===== config.mk =====
export PLATFORM = sky130hd
export DESIGN_NAME = synapse_current
export DESIGN_NICKNAME = d
export VERILOG_FILES = /design/src/rtl/synapse_current.sv
export SDC_FILE = /design/constraint.sdc
export NUM_CORES = 1
export LEC_CHECK = 0
export ABC_AREA = 1
export CELL_PAD_IN_SITES_DETAIL_PLACEMENT = 2
export CELL_PAD_IN_SITES_GLOBAL_PLACEMENT = 2
export CORE_ASPECT_RATIO = 0.9
export CORE_MARGIN = 2
export CORE_UTILIZATION = 36
export DETAILED_ROUTE_END_ITERATION = 8
export PLACE_DENSITY_LB_ADDON = 0.1
export SKIP_CTS_REPAIR_TIMING = 1
export SKIP_LAST_GASP = 1
export SLEW_MARGIN = 20
export SYNTH_ARGS = -nofsm -noshare
export SYNTH_HDL_FRONTEND = slang
export SYNTH_SLANG_ARGS = --single-unit

===== constraint.sdc =====
create_clock -name clk -period 4.5 [get_ports clk]
set_clock_uncertainty 0.15 [all_clocks]
set_input_delay 0.45 -clock clk [delete_from_list [all_inputs] [get_ports clk]]
set_output_delay 0.45 -clock clk [all_outputs]
set_load 0.01 [all_outputs]

===== src/rtl/synapse_current.sv =====
// ---------------------------------------------------------------------------
// synapse_current
//
// Event-driven synaptic current generator feeding the Izhikevich integrator.
// Presynaptic spike events, each tagged with a synapse id, are queued in a
// small FIFO. On every timestep strobe the queued events are drained one per
// cycle, adding each synapse weight into a saturating signed Q16.16
// accumulator. The accumulator is then decayed exponentially and published
// as the next synaptic current.
//
// Ports:
//   clk        clock
//   rst_n      asynchronous active-low reset
//   step       timestep strobe, one cycle per dt
//   spk_valid  spike event valid
//   spk_id     synapse index of the spike
//   spk_ready  FIFO can accept an event (only while idle and not full)
//   wr_en      weight write strobe
//   wr_addr    weight index
//   wr_data    signed Q16.16 weight
//   I_out      signed synaptic current, holds between publishes
//   I_valid    one-cycle pulse when I_out updates
//   busy       step processing in progress
//   overrun    sticky: a step arrived while busy
// ---------------------------------------------------------------------------
module synapse_current #(
    parameter int N         = 32,
    parameter int NSYN      = 8,
    parameter int DEPTH     = 4,
    parameter int TAU_SHIFT = 3
) (
    input  logic                    clk,
    input  logic                    rst_n,
    input  logic                    step,
    input  logic                    spk_valid,
    input  logic [$clog2(NSYN)-1:0] spk_id,
    output logic                    spk_ready,
    input  logic                    wr_en,
    input  logic [$clog2(NSYN)-1:0] wr_addr,
    input  logic [N-1:0]            wr_data,
    output logic [N-1:0]            I_out,
    output logic                    I_valid,
    output logic                    busy,
    output logic                    overrun
);

    localparam int IDW = $clog2(NSYN);
    localparam int AW  = $clog2(DEPTH);

    typedef enum logic [1:0] {
        IDLE    = 2'd0,
        DRAIN   = 2'd1,
        DECAY   = 2'd2,
        PUBLISH = 2'd3
    } state_t;

    state_t                 state_q, state_d;
    logic        [AW:0]     wr_ptr_q, rd_ptr_q;
    logic        [IDW-1:0]  fifo_q   [DEPTH];
    logic        [N-1:0]    weight_q [NSYN];
    logic signed [N-1:0]    acc_q, acc_d;
    logic        [N-1:0]    iout_q, iout_d;
    logic                   overrun_q, overrun_d;

    logic                   empty, full, push, pop, lastPop;
    logic        [AW:0]     occupancy;
    logic signed [N-1:0]    popWeight;
    logic signed [N-1:0]    decayed;

    // Saturating signed add: overflow shows up as disagreement between the
    // sign-extension bit and the result sign bit of the widened sum.
    function automatic logic signed [N-1:0] satAdd(input logic signed [N-1:0] a,
                                                   input logic signed [N-1:0] b);
        logic signed [N:0] sum;
        sum = {a[N-1], a} + {b[N-1], b};
        if (sum[N] != sum[N-1]) begin
            if (sum[N]) begin
                satAdd = {1'b1, {(N-1){1'b0}}};
            end else begin
                satAdd = {1'b0, {(N-1){1'b1}}};
            end
        end else begin
            satAdd = sum[N-1:0];
        end
    endfunction

    // The extra pointer bit distinguishes full from empty when the low
    // address bits coincide.
    assign occupancy = wr_ptr_q - rd_ptr_q;
    assign empty     = (wr_ptr_q == rd_ptr_q);
    assign full      = (wr_ptr_q[AW] != rd_ptr_q[AW]) &&
                       (wr_ptr_q[AW-1:0] == rd_ptr_q[AW-1:0]);
    assign spk_ready = !full && (state_q == IDLE);
    assign push      = spk_valid && spk_ready;
    assign pop       = (state_q == DRAIN) && !empty;
    assign lastPop   = (occupancy <= (AW+1)'(1));

    // Reading the registered weight array means a same-cycle write to the
    // same address only becomes visible to later drains.
    assign popWeight = $signed(weight_q[fifo_q[rd_ptr_q[AW-1:0]]]);

    // Arithmetic shift rounds toward -inf; the difference never leaves range.
    assign decayed   = acc_q - (acc_q >>> TAU_SHIFT);

    assign I_out   = iout_q;
    assign I_valid = (state_q == PUBLISH);
    assign busy    = (state_q != IDLE);
    assign overrun = overrun_q;

    // Next-state, accumulator and publish logic.
    always_comb begin
        state_d   = state_q;
        acc_d     = acc_q;
        iout_d    = iout_q;
        overrun_d = overrun_q;

        if (step && (state_q != IDLE)) begin
            overrun_d = 1'b1;
        end

        case (state_q)
            IDLE: begin
                // A push in the step cycle lands in the FIFO and is drained.
                if (step) begin
                    state_d = (!empty || push) ? DRAIN : DECAY;
                end
            end
            DRAIN: begin
                if (pop) begin
                    acc_d = satAdd(acc_q, popWeight);
                end
                if (lastPop) begin
                    state_d = DECAY;
                end
            end
            DECAY: begin
                // I_out is loaded here so it is already valid while the
                // PUBLISH cycle raises I_valid.
                acc_d   = decayed;
                iout_d  = decayed;
                state_d = PUBLISH;
            end
            PUBLISH: begin
                state_d = IDLE;
            end
            default: begin
                state_d = IDLE;
            end
        endcase
    end

    always_ff @(posedge clk or negedge rst_n) begin
        if (!rst_n) begin
            state_q   <= IDLE;
            wr_ptr_q  <= '0;
            rd_ptr_q  <= '0;
            acc_q     <= '0;
            iout_q    <= '0;
            overrun_q <= 1'b0;
        end else begin
            state_q   <= state_d;
            acc_q     <= acc_d;
            iout_q    <= iout_d;
            overrun_q <= overrun_d;
            if (push) begin
                wr_ptr_q <= wr_ptr_q + (AW+1)'(1);
            end
            if (pop) begin
                rd_ptr_q <= rd_ptr_q + (AW+1)'(1);
            end
        end
    end

    // FIFO payload needs no reset; the pointers define what is valid.
    always_ff @(posedge clk) begin
        if (push) begin
            fifo_q[wr_ptr_q[AW-1:0]] <= spk_id;
        end
    end

    always_ff @(posedge clk or negedge rst_n) begin
        if (!rst_n) begin
            for (int i = 0; i < NSYN; i++) begin
                weight_q[i] <= '0;
            end
        end else if (wr_en) begin
            weight_q[wr_addr] <= wr_data;
        end
    end

endmodule


== Word-level counts from Yosys, hierarchy flattened ==
Memories as Yosys holds them, arrays and structs flattened.
Cells that the tools add are included.
W data, S select, Z words.

* Register bits after elaboration: 329
* Bits in writable memories: 12
* Input bits: 43
* Output and inout port bits: 36
* Memories: 1

{| class="wikitable"
|+ Memory list
! memory !! words !! bits a word !! rd ports !! clocked after Yosys merged registers in !! write ports !! RTL line !! RTL
|-
| fifo_q || 4 || 3 || 1 || 0 || 1 || 59 || <nowiki>logic [IDW-1:0] fifo_q [DEPTH];</nowiki>
|}

* Add/subtract/negate cells: 5
* Order comparisons: 4
* Eq/ne operators: 10
* Muxes and demuxes: 16
* Bitwise operators: 2
* Reductions and logical operators: 14

{| class="wikitable"
|+ Operator list
! cell !! count
|-
| $bwmux W256 || 1
|-
| $mux W32 || 6
|-
| $bmux W32 S3 || 1
|-
| $demux W32 S3 || 1
|-
| $pmux W32 S2 || 1
|-
| $add A32 B32 Y33 || 1
|-
| $sub A32 B29 Y32 || 1
|-
| $ge A4 B4 Y1 const B || 2
|-
| $not A3 Y4 || 2
|-
| $pmux W2 S4 || 1
|-
| $add A3 B1 Y3 const B || 2
|-
| $logic_and A1 B1 Y1 || 6
|-
| $mux W2 || 3
|-
| $ne A2 B2 Y1 const B || 3
|-
| $eq A2 B2 Y1 const B || 2
|-
| $lt A4 B1 Y1 const B || 1
|-
| $reduce_and A2 Y1 || 2
|-
| $reduce_bool A2 Y1 || 2
|-
| $eq A3 B3 Y1 || 1
|-
| $le A3 B1 Y1 const B || 1
|-
| $sub A3 B3 Y3 || 1
|-
| $eq A2 B1 Y1 const B || 1
|-
| $eq A2 B2 Y1 || 1
|-
| $logic_not A1 Y1 || 2
|-
| other kinds (4) || 6
|}

== Depth between registers and ports, before layout ==
An unclocked memory read counts as a cell.

* Depth after elaboration: 10
* Mapped depth: 30
* Depth with buffers taken out: 27

== Worst setup path after synthesis ==
No wires, ideal clock.

* Path type: flip-flop to flip-flop
* Start point: register rd_ptr_q[0]
* End point: register acc_q[23]
* Library setup time: 0.117 ns
* Arrival: 3.419 ns
* Required time: 4.233 ns
* Setup slack: 0.814 ns
* Stages on the path, launching flop included: 26
* Buffers on the path: 4
* Clock period less this slack: 3.686 ns
* Cells stage by stage: dfrtp_1 > buf_2 > or2_2 > a32oi_1 > buf_2 > buf_2 > o21ai_0 > nand2_1 > o22ai_1 > ha_1 > fa_1 > nand3_1 > nand2_1 > nand2_2 > nand2_4 > nand2_2 > nand2_4 > nand2_4 > nand3_1 > nand2_4 > nand2_4 > nand2_4 > buf_6 > nor2_2 > nor2_1 > nor2_1

* Longest elaborated chain between the ends: 10
* Elaborated cells between the ends (all ways): 16

{| class="wikitable"
|+ Ends and longest elaborated chain
! item !! RTL line !! RTL
|-
| start, declared || 58 || <nowiki>logic [AW:0] wr_ptr_q, rd_ptr_q;</nowiki>
|-
| start signal, assigned || 169 || <nowiki>rd_ptr_q <= rd_ptr_q + (AW+1)'(1);</nowiki>
|-
| $mem_v2 Z4 W3 || - ||
|-
| $not A3 Y4 (not written as such) || 100 || <nowiki>assign popWeight = $signed(weight_q[fifo_q[rd_ptr_q[AW-1:0]]]);</nowiki>
|-
| $bmux W32 S3 || 100 ||
|-
| $mux W32 (not written as such) (2 in a row) || 100 ||
|-
| $add A32 B32 Y33 || 75 || <nowiki>sum = {a[N-1], a} + {b[N-1], b};</nowiki>
|-
| $mux W32 / $ne A1 B1 Y1 (equally long branches) || 77, 76 ||
|-
| $mux W32 || 76 || <nowiki>if (sum[N] != sum[N-1]) begin</nowiki>
|-
| $mux W32 || 129 || <nowiki>if (pop) begin</nowiki>
|-
| $pmux W32 S2 || 121 || <nowiki>case (state_q)</nowiki>
|-
| end signal, assigned || 157 || <nowiki>acc_q <= '0;</nowiki>
|-
| end signal, assigned || 162 || <nowiki>acc_q <= acc_d;</nowiki>
|-
| end, declared || 61 || <nowiki>logic signed [N-1:0] acc_q, acc_d;</nowiki>
|}

Parallel ways exist; a longest one is shown, timed or not. The select of a mux whose other input is x is not followed.
A chain may end at the register's enable or synchronous reset.

== Worst setup path after layout ==
* Start point: register rd_ptr_q[0]
* End point: register acc_q[2]

Same word-level chain as after synthesis.

==> results.py <==
metrics = {
    "cts": {
        "cts_tree": "done",
        "cts_sinks": 341,
        "cts_max_path_buffers": 3,
        "clk_pin_slew_ns": 0.06,
        "clk_latency_ns": 0.58,
        "cts.htree.levels": 2,
        "cts_root_buf": "clkbuf_16",
        "cts_buffers": 41,
    },
    "critical_path": {
        "critical_path_class": "reg -> reg",
        "worst-path-max-fanout": 13,
        "cp-start-kind": "flip-flop",
        "reg2reg_slack_ns": 0.18,
        "end_kind": "flip-flop",
        "slowest_delay_ns": 0.44,
        "crit_chain": "or2_2 > a32oi_4 > inv_2 > buf_4 > o21ai_0 > nand2_1 > o22ai_1 > ha_1 > a21oi_2 > nand2_1 > a21oi_2 > nand2_4 > nand2_2 > nand2_2 > nand2_1 > nand2_2 > nand2_4 > nand2_4 > inv_6 > o21ai_0 > a21oi_1",
        "cp_slowest_cell": "dfrtp_2",
        "crit_arrival_ns": 4.65,
        "required_ns": 4.83,
    },
    "grt": {
        "grtUsageTotal": 0.259,
        "grt_pass1_vias": 20300,
        "grt_pass1_wl_um": 115000,
        "grt_max_degree": 85,
        "grt_antenna_before_repair": 0,
        "grt.overflow.total": 0,
    },
    "routing": {
        "met3_length_um": 1910,
        "drc": 0,
        "ant_nets": 0,
        "first_pass_iters": 5,
        "dr_total_vias": 18200,
        "wl_met1_um": 33700,
        "highest_layer": "met4",
        "finalWirelength_um": 71800,
        "detailedRoute.firstIterationViolations": 741,
        "via_per_inst": 5.34,
        "met2WireLength_um": 34800,
        "routedWlPerCell_um": 21.1,
    },
    "floorplanning": {
        "core_area_sq_um": 53200,
        "fp-row-count": 80,
        "die_area_sq_um": 55800,
        "start_util": 0.365,
        "fp.dieH_um": 224,
        "ioPinCount": 79,
        "die_w_um": 249,
    },
    "flow_run": {
        "drv_cap": 0,
    },
    "sta": {
        "maxSlewHeadroom": 0.432,
        "setup_viol": 0,
        "fin_crit_sh": 0.961,
        "period_minus_slack_ns": 4.32,
        "maxSlewViolCount": 0,
        "hold_viol": 0,
        "rsz0062_at_grt": "yes",
        "worstMarginPinSlew_ns": 0.852,
        "clock.fmax_mhz": 231,
    },
    "logic_synthesis": {
        "synth_area_leaders": "dfrtp_1, nand2_1, o21ai_0",
        "yosys_warnings": 0,
        "syn_inst": 2615,
        "yosysUniqueCellTypes": 47,
        "synth-seq-cells": 341,
        "yosysMostFrequentCell": "nand2_1",
        "yosys.area.top_type_share": 0.424,
        "synth_top_area_cell": "dfrtp_1",
        "synth_enable_flop_cells": 12,
        "syn-cell-area_sq_um": 19400,
        "synthArstFlopShare": 0.965,
        "avgSynthCellArea_sq_um": 7.43,
        "synthTopCellsByCount": "nand2_1, o21ai_0, nor2_1",
        "ys.flop_type": "dfrtp_1",
        "syn_nets": 2735,
        "ys_seq_area_frac": 0.443,
    },
    "outcome": {
        "status": "complete, no violations",
    },
    "place": {
        "routabilityCongestion": 0.864,
        "port_buffers": 78,
        "placed_area_sq_um": 21200,
        "place_hpwl_um": 49300,
    },
    "finish": {
        "layout-drive-gt1-share": 0.0889,
        "fill_cells": 6149,
        "n_antenna_cell": 0,
        "areaGrowthSynthToFinish_pct": 17.3,
        "nets": 2801,
        "design_area_sq_um": 22800,
    },
    "hold_path": {
        "hold_path_class": "reg -> reg",
    },
}
==> flip-flops by register name (all words and copies together), names as in the netlist <==
signal	count
fifo_q	12
wr_ptr_q	3
weight_q	256
rd_ptr_q	3
state_q	2
I_out	32
acc_q	32
overrun	1
==> kinds of logic after synthesis <==
kind of cell | after synthesis | share of synthesized area
AND/OR/NAND/NOR | 1201 | 0.252
AO/OA/AOI/OAI | 628 | 0.173
adder cells (fa/ha/maj) | 77 | 0.0508
buffers and inverters | 342 | 0.0695
XOR/XNOR | 26 | 0.0117
flip-flops | 341 | 0.443
==> final cells by class <==
| class | instances | area [sq um] | share of cell area |
|---|---|---|---|
| Tap cell | 697 | 872 | 0.0383 |
| Sequential cell | 341 | 8590 | 0.377 |
| Timing Repair Buffer | 134 | 1420 | 0.0622 |
| Clock inverter | 11 | 161 | 0.00708 |
| Multi-Input combinational cell | 1932 | 9620 | 0.422 |
| Clock buffer | 62 | 1250 | 0.0547 |
| Inverter | 231 | 875 | 0.0384 |
==> path summary, 6_finish.rpt <==
path / endpoint / from / cells after the start
worst max-delay path: acc_q[2] / rd_ptr_q[0] / 21
worst min-delay path: overrun / overrun / 1
worst max register to register: acc_q[2] / rd_ptr_q[0] / 21
worst min register to register: overrun / overrun / 1
max in group asynchronous: weight_q[29] / rst_n / 3
min in group asynchronous: rd_ptr_q[1] / rst_n / 2
==> per-stage QoR <==
step	worst slack, ns	hold WS (ns)	cells	TNS [ns]	util
floorplan	0.814	0.00441	2615	0	-
global placement	0.306	0.289	3331	0	0.399
CTS	0.0502	-0.234	3404	0	0.426
finish	0.175	0.313	3408	0	0.429
global route	-0.0375	0.348	3408	-0.136	0.429
detailed placement	0.120	0.304	3331	0	0.399
==> cell usage in the layout (no fill, tap or decap), types with 24 or more instances in the layout <==
cell type	synthesis	layout
a21oi_1	105	104
buf_4	4	37
clkbuf_16	0	44
clkdlybuf4s50_1	0	77
dfrtp_1	329	328
ha_1	74	73
inv_1	218	217
nand2_1	644	637
nand2_2	30	34
nand3_1	84	82
nor2_1	376	376
o21ai_0	433	433
o22ai_1	34	24
==> critical path, delay by kind of cell (launching register included) <==
family	cells	cell delay, ns
AO/OA/AOI/OAI	7	1.50
flip-flops	1	0.44
buffers and inverters	3	0.52
AND/OR/NAND/NOR	10	1.22
adder cells (fa/ha/maj)	1	0.38
==> routing by layer <==
| layer | global-route usage | up-vias |
|---|---|---|
| li1 | - | 8611 |
| met1 | 0.347 | 9283 |
| met2 | 0.452 | 214 |
| met3 | 0.0258 | 81 |
| met4 | 0.0624 | 0 |
| met5 | 0 | - |
Power is not shown: default switching activity piles up to over one toggle a cycle in this logic, so the estimate is an artifact.
==> RTL edit 1 (same settings) <==
Encoding of `state_t`: now Gray code (2 bits for 4 states).
--- a/src/rtl/synapse_current.sv
+++ b/src/rtl/synapse_current.sv
@@ -49,8 +49,8 @@
 
     typedef enum logic [1:0] {
-        IDLE    = 2'd0,
-        DRAIN   = 2'd1,
-        DECAY   = 2'd2,
-        PUBLISH = 2'd3
+        IDLE    = 2'b00,
+        DRAIN   = 2'b01,
+        DECAY   = 2'b11,
+        PUBLISH = 2'b10
     } state_t;
 
Formal check against the unedited RTL: same outputs for any inputs over 4 cycles, from zero or initial values and one cycle with rst_n low; so few cycles prove little.
==> RTL edit 1 against the original RTL <==
  * Final cell count increased by 0.47%
  * Worst setup slack improved by 0.065 ns
  * Final area increased by 0.16%
  * Synthesized area decreased by 1.2%
  * Hold slack got worse by 0.0020 ns
  * Sequential cell count unchanged
  * Wire length increased by 3.3%
  * Via count increased by 0.34%
  * Synthesized cell count decreased by 0.31%
Power is left out: the tool's default activity adds up to more than one toggle a clock period on the data nets, which glitch-free logic cannot reach.
==> RTL edit 1: results (changes against the original RTL) <==
<table>
<tr><th>Metric</th><th>Value</th></tr>
<tr><th colspan="2">Run status</th></tr>
<tr><td>Result of the run</td><td>finished clean</td></tr>
<tr><th colspan="2">Critical path</th></tr>
<tr><td>Setup slack, reg-to-reg</td><td>0.24 ns (+0.07 ns)</td></tr>
<tr><td>Critical register-to-register path endpoint</td><td>acc_q[19]</td></tr>
<tr><td>Endpoint of the worst setup timing path</td><td>acc_q[19]</td></tr>
<tr><td>Number of cell instances on the worst register-to-register path</td><td>26 (+24%)</td></tr>
<tr><td>Data arrival at the endpoint of the critical path</td><td>4.61 ns (-0.04 ns)</td></tr>
<tr><th colspan="2">Placement</th></tr>
<tr><td>Global placement routability congestion</td><td>0.859 (-0.62%)</td></tr>
<tr><td>Estimated wirelength of the detail-placed design</td><td>51400 um (+4.1%)</td></tr>
<tr><td>Pre-CTS setup slack</td><td>-0.137 ns (-0.257 ns)</td></tr>
<tr><td>Dpl cell area</td><td>21000 um2 (-1.1%)</td></tr>
<tr><td>Placed Cells</td><td>3327 (-0.12%)</td></tr>
<tr><th colspan="2">Final layout</th></tr>
<tr><td>Share of cells above drive strength 1</td><td>0.0821 (-0.00676)</td></tr>
<tr><td>Fin nets</td><td>2812 (+0.39%)</td></tr>
<tr><th colspan="2">Synthesis</th></tr>
<tr><td>Post-Syn Nets</td><td>2723 (-0.44%)</td></tr>
<tr><td>Sequential fraction of the synthesis area</td><td>0.448 (+0.00548)</td></tr>
<tr><td>Number of unique standard cell types used by synthesis</td><td>43 (-8.5%)</td></tr>
<tr><td>List of most frequent post-synthesis cells</td><td>sky130_fd_sc_hd__nand2_1 (669), sky130_fd_sc_hd__o21ai_0 (428), sky130_fd_sc_hd__nor2_1 (390)</td></tr>
<tr><td>EDFF count, synth</td><td>12 (unchanged)</td></tr>
<tr><td>Mean instance size in the synthesized netlist</td><td>7.36 um2 (-0.92%)</td></tr>
<tr><td>Most area-consuming cells after synthesis</td><td>sky130_fd_sc_hd__dfrtp_1 (43%), sky130_fd_sc_hd__nand2_1 (13%), sky130_fd_sc_hd__o21ai_0 (11%), sky130_fd_sc_hd__nor2_1 (7.6%), sky130_fd_sc_hd__ha_1 (4.6%)</td></tr>
<tr><th colspan="2">GRT</th></tr>
<tr><td>Global-route wire length before repair</td><td>116000 um (+0.84%)</td></tr>
<tr><td>Number of global-route vias before repair</td><td>20.4k (+0.57%)</td></tr>
<tr><td>Largest net degree at the start of global routing</td><td>115 (+35%)</td></tr>
<tr><th colspan="2">STA</th></tr>
<tr><td>Period utilization</td><td>0.946 (-0.0145)</td></tr>
<tr><td>Actual transition at the worst max-transition pin</td><td>1.07 ns (+0.214 ns)</td></tr>
<tr><th colspan="2">Routing</th></tr>
<tr><td>Detailed-route via count</td><td>18.3k (+0.34%)</td></tr>
<tr><td>Initial detailed-routing violation count</td><td>760 (+2.6%)</td></tr>
<tr><td>Detailed-route wire length per cell</td><td>21.7 um (+2.9%)</td></tr>
<tr><th colspan="2">Clock tree</th></tr>
<tr><td>CTS Buf Count</td><td>43 (+4.9%)</td></tr>
</table>
## RTL edit 1: changes by cell type after synthesis, sizes merged, moves of 2 or more
cell / unedited run / this run
o21bai: 11 / 14
a21oi: 126 / 124
xnor2: 5 / 2
inv: 230 / 232
clkbuf: 82 / 80
nand3: 86 / 78
nand3b: 7 / 9
ha: 74 / 70
nand2: 681 / 686
## RTL edit 1: cell families after synthesis
| logic type | share of synthesized area |
|---|---|
| simple gates | 0.249 |
| compound gates | 0.174 |
| buf+inv | 0.0694 |
| flops | 0.448 |
| fa+ha+maj | 0.0488 |
| xor+xnor | 0.0110 |
## RTL edit 1: final cells by class
cell class	count	area [um2]
fillers	6090	30000
multi-input cells	1924	9480
flip-flops and latches	341	8590
repair buffers	154	1620
clock buffers	69	1270
inverters	232	893
well taps	697	872
clock inverters	7	82.6
## RTL edit 1: worst max-delay path, stage by stage (launching register included)
cell and delay (ns):
sky130_fd_sc_hd__dfrtp_2 0.45, sky130_fd_sc_hd__buf_4 0.15, sky130_fd_sc_hd__nand2_1 0.06, sky130_fd_sc_hd__nand3_1 0.14, sky130_fd_sc_hd__nand2_4 0.21, sky130_fd_sc_hd__buf_12 0.14, sky130_fd_sc_hd__clkbuf_16 0.15, sky130_fd_sc_hd__clkbuf_16 0.18
sky130_fd_sc_hd__nor2_1 0.05, sky130_fd_sc_hd__o21ai_1 0.12, sky130_fd_sc_hd__nand2_1 0.10, sky130_fd_sc_hd__o22ai_2 0.26, sky130_fd_sc_hd__ha_1 0.35, sky130_fd_sc_hd__a21oi_1 0.28, sky130_fd_sc_hd__nand2_1 0.13, sky130_fd_sc_hd__a21oi_2 0.14
sky130_fd_sc_hd__nand2_2 0.10, sky130_fd_sc_hd__nand2_2 0.10, sky130_fd_sc_hd__nand2_1 0.08, sky130_fd_sc_hd__nand2_1 0.08, sky130_fd_sc_hd__nand2_2 0.07, sky130_fd_sc_hd__nand2_4 0.10, sky130_fd_sc_hd__nand2_4 0.07, sky130_fd_sc_hd__buf_4 0.20
sky130_fd_sc_hd__nor2_1 0.11, sky130_fd_sc_hd__nor2_1 0.08, sky130_fd_sc_hd__nor2_1 0.10
## RTL edit 1: how the worst min path moves through the flow
stage	from	to	slack (ns)	depth (start not counted)
6_report	overrun	overrun	0.31	1
5_1_grt	overrun	overrun	0.33	1
4_1_cts	rst_n	overrun	-0.18	1
2_1_floorplan	rst_n	I_out[0]	0.004	0
3_3_place_gp	overrun	overrun	0.29	1
3_5_place_dp	overrun	overrun	0.30	1
## RTL edit 1: per-layer routing
metal	vias to the layer above	global-route usage	share of wire
met5	-	0	0
li1	8630	-	-
met4	0	0.0682	0.023
met3	87	0.0304	0.026
met2	192	0.463	0.49
met1	9341	0.355	0.46
==> RTL edit 2 (config.mk and constraints unchanged) <==
Made on the original files. `NSYN`: 8 -> 4.
--- a/src/rtl/synapse_current.sv
+++ b/src/rtl/synapse_current.sv
@@ -26,5 +26,5 @@
 module synapse_current #(
     parameter int N         = 32,
-    parameter int NSYN      = 8,
+    parameter int NSYN      = 4,
     parameter int DEPTH     = 4,
     parameter int TAU_SHIFT = 3
Interface: changed (resized spk_id and wr_addr); port bits go from 79 to 77. The function was not compared with the original's and may differ.
==> RTL edit 2 against the original RTL <==
  * Sequential share of layout area shrank 4.0 points
  * Final area is 31% lower
  * Fmax grew 3.4%
  * Wire length down 35%
  * Final cell count is 30% lower
  * Worst setup slack better by 0.14 ns
  * Critical path depth down 2
  * Synthesized area is 31% lower
  * Non-clock buffer count shrank 33
  * Sequential cell count is 132 lower
Power is not shown: default switching activity piles up to over one toggle a cycle in this logic, so the estimate is an artifact.
==> RTL edit 2: results (changes against the original RTL) <==
<table>
<tr><th>Metric</th><th>Value</th></tr>
<tr><th colspan="2">Run status</th></tr>
<tr><td>Result of the run</td><td>finished clean</td></tr>
<tr><th colspan="2">Synthesis</th></tr>
<tr><td>EDFF count, synth</td><td>8 (-4)</td></tr>
<tr><td>Share of async-settable or async-resettable flops after synthesis</td><td>0.962 (-0.00309)</td></tr>
<tr><td>Post-Syn Nets</td><td>1955 (-29%)</td></tr>
<tr><th colspan="2">Critical path</th></tr>
<tr><td>Endpoint of the worst setup timing path</td><td>acc_q[0]</td></tr>
<tr><td>Maximum net fanout on the critical path</td><td>14 (+1)</td></tr>
<tr><td>Critical register-to-register path endpoint</td><td>acc_q[0]</td></tr>
<tr><td>Data arrival at the endpoint of the critical path</td><td>4.49 ns (-0.16 ns)</td></tr>
<tr><td>Number of cell instances on the worst register-to-register path</td><td>19 (-9.5%)</td></tr>
<tr><td>Setup slack, reg-to-reg</td><td>0.32 ns (+0.14 ns)</td></tr>
<tr><th colspan="2">Placement</th></tr>
<tr><td>Global placement routability congestion</td><td>0.858 (-0.74%)</td></tr>
<tr><td>I/O Buffers</td><td>76 (-2.6%)</td></tr>
<tr><td>Estimated wirelength of the detail-placed design</td><td>35600 um (-28%)</td></tr>
<tr><th colspan="2">GRT</th></tr>
<tr><td>Antenna violations before repair</td><td>1 (+1)</td></tr>
<tr><td>Total Routing Usage GR</td><td>0.243 (-0.0164)</td></tr>
<tr><td>Largest net degree at the start of global routing</td><td>111 (+31%)</td></tr>
<tr><td>Number of global-route vias before repair</td><td>14.0k (-31%)</td></tr>
<tr><th colspan="2">STA</th></tr>
<tr><td>Relative slew slack</td><td>0.371 (-0.0611)</td></tr>
<tr><td>Period utilization</td><td>0.930 (-0.0313)</td></tr>
<tr><th colspan="2">Clock tree</th></tr>
<tr><td>CTS Buf Count</td><td>26 (-37%)</td></tr>
<tr><td>Insertion delay to the later sink of the worst-skew pair</td><td>0.55 ns (-0.03 ns)</td></tr>
<tr><th colspan="2">Routing</th></tr>
<tr><td>Initial detailed-routing violation count</td><td>704 (-5.0%)</td></tr>
<tr><td>Vias per Instance</td><td>5.24 (-1.7%)</td></tr>
<tr><td>Total Wirelength</td><td>46500 um (-35%)</td></tr>
<tr><th colspan="2">Final layout</th></tr>
<tr><td>Fill cell instance count of the final layout</td><td>4251 (-31%)</td></tr>
<tr><td>Number of flip-flops under the largest register name</td><td>128 (-50%)</td></tr>
</table>
RTL edit 2: cell types whose count changed after synthesis, sizes merged, moves of 17 or more:
cell / change
a21oi: -38
buf: -17
clkbuf: -36
dfrtp: -128
inv: -32
nand2: -189
nor2: -96
o21ai: -226
o22ai: -33
o32ai: +32
RTL edit 2: logic make-up after synthesis:
family	Yosys count	synth area share
buffers and inverters	256	0.0765
xor gates and xnor gates	24	0.0157
DFF	209	0.394
and+or+nand+nor	905	0.282
AOI/OAI and AO/OA	364	0.157
adders and majority gates	78	0.0747
RTL edit 2: metal layers:
layer	part of all wire	global-route usage	vias to the layer above
met5	0.00028	0	-
met4	0.016	0.0453	2
met3	0.024	0.0254	51
met2	0.47	0.412	133
met1	0.49	0.337	6316
li1	-	-	6094
RTL edit 2: stage by stage:
| stage | area, um2 | hold slack (ns) | instances | util |
|---|---|---|---|---|
| 2_1_floorplan | 13400 | 0.00441 | 1836 | - |
| 3_3_place_gp | 14700 | 0.292 | 2352 | 0.405 |
| 3_5_place_dp | 14700 | 0.300 | 2352 | 0.405 |
| 4_1_cts | 15600 | -0.0924 | 2399 | 0.429 |
| 5_1_grt | 15600 | 0.345 | 2402 | 0.431 |
| 6_report | 15600 | 0.311 | 2402 | 0.431 |
RTL edit 2: cell type report:
type / count / area [um2] / area share
Multi-Input combinational cell: 1371 / 7160 / 0.458
Sequential cell: 209 / 5270 / 0.337
Timing Repair Buffer: 101 / 1000 / 0.0642
Tap cell: 476 / 596 / 0.0381
Inverter: 198 / 756 / 0.0483
Clock buffer: 35 / 704 / 0.0450
Clock inverter: 12 / 155 / 0.00992
RTL edit 2: worst max-delay path: stages, from the launching register on:
cell,delay (ns)
sky130_fd_sc_hd__dfrtp_1,0.50
sky130_fd_sc_hd__inv_2,0.11
sky130_fd_sc_hd__nand2_1,0.07
sky130_fd_sc_hd__nand3_1,0.08
sky130_fd_sc_hd__nand2_2,0.17
sky130_fd_sc_hd__buf_4,0.25
sky130_fd_sc_hd__nor2_1,0.06
sky130_fd_sc_hd__o32ai_1,0.57
sky130_fd_sc_hd__ha_1,0.40
sky130_fd_sc_hd__a21oi_1,0.23
sky130_fd_sc_hd__nand2_1,0.12
sky130_fd_sc_hd__a21oi_1,0.17
sky130_fd_sc_hd__nand2_2,0.11
sky130_fd_sc_hd__nand2_2,0.11
sky130_fd_sc_hd__nand2_2,0.07
sky130_fd_sc_hd__nand2_2,0.08
sky130_fd_sc_hd__nand2_4,0.08
sky130_fd_sc_hd__nor2_1,0.33
sky130_fd_sc_hd__o21ai_0,0.18
sky130_fd_sc_hd__a21oi_1,0.21
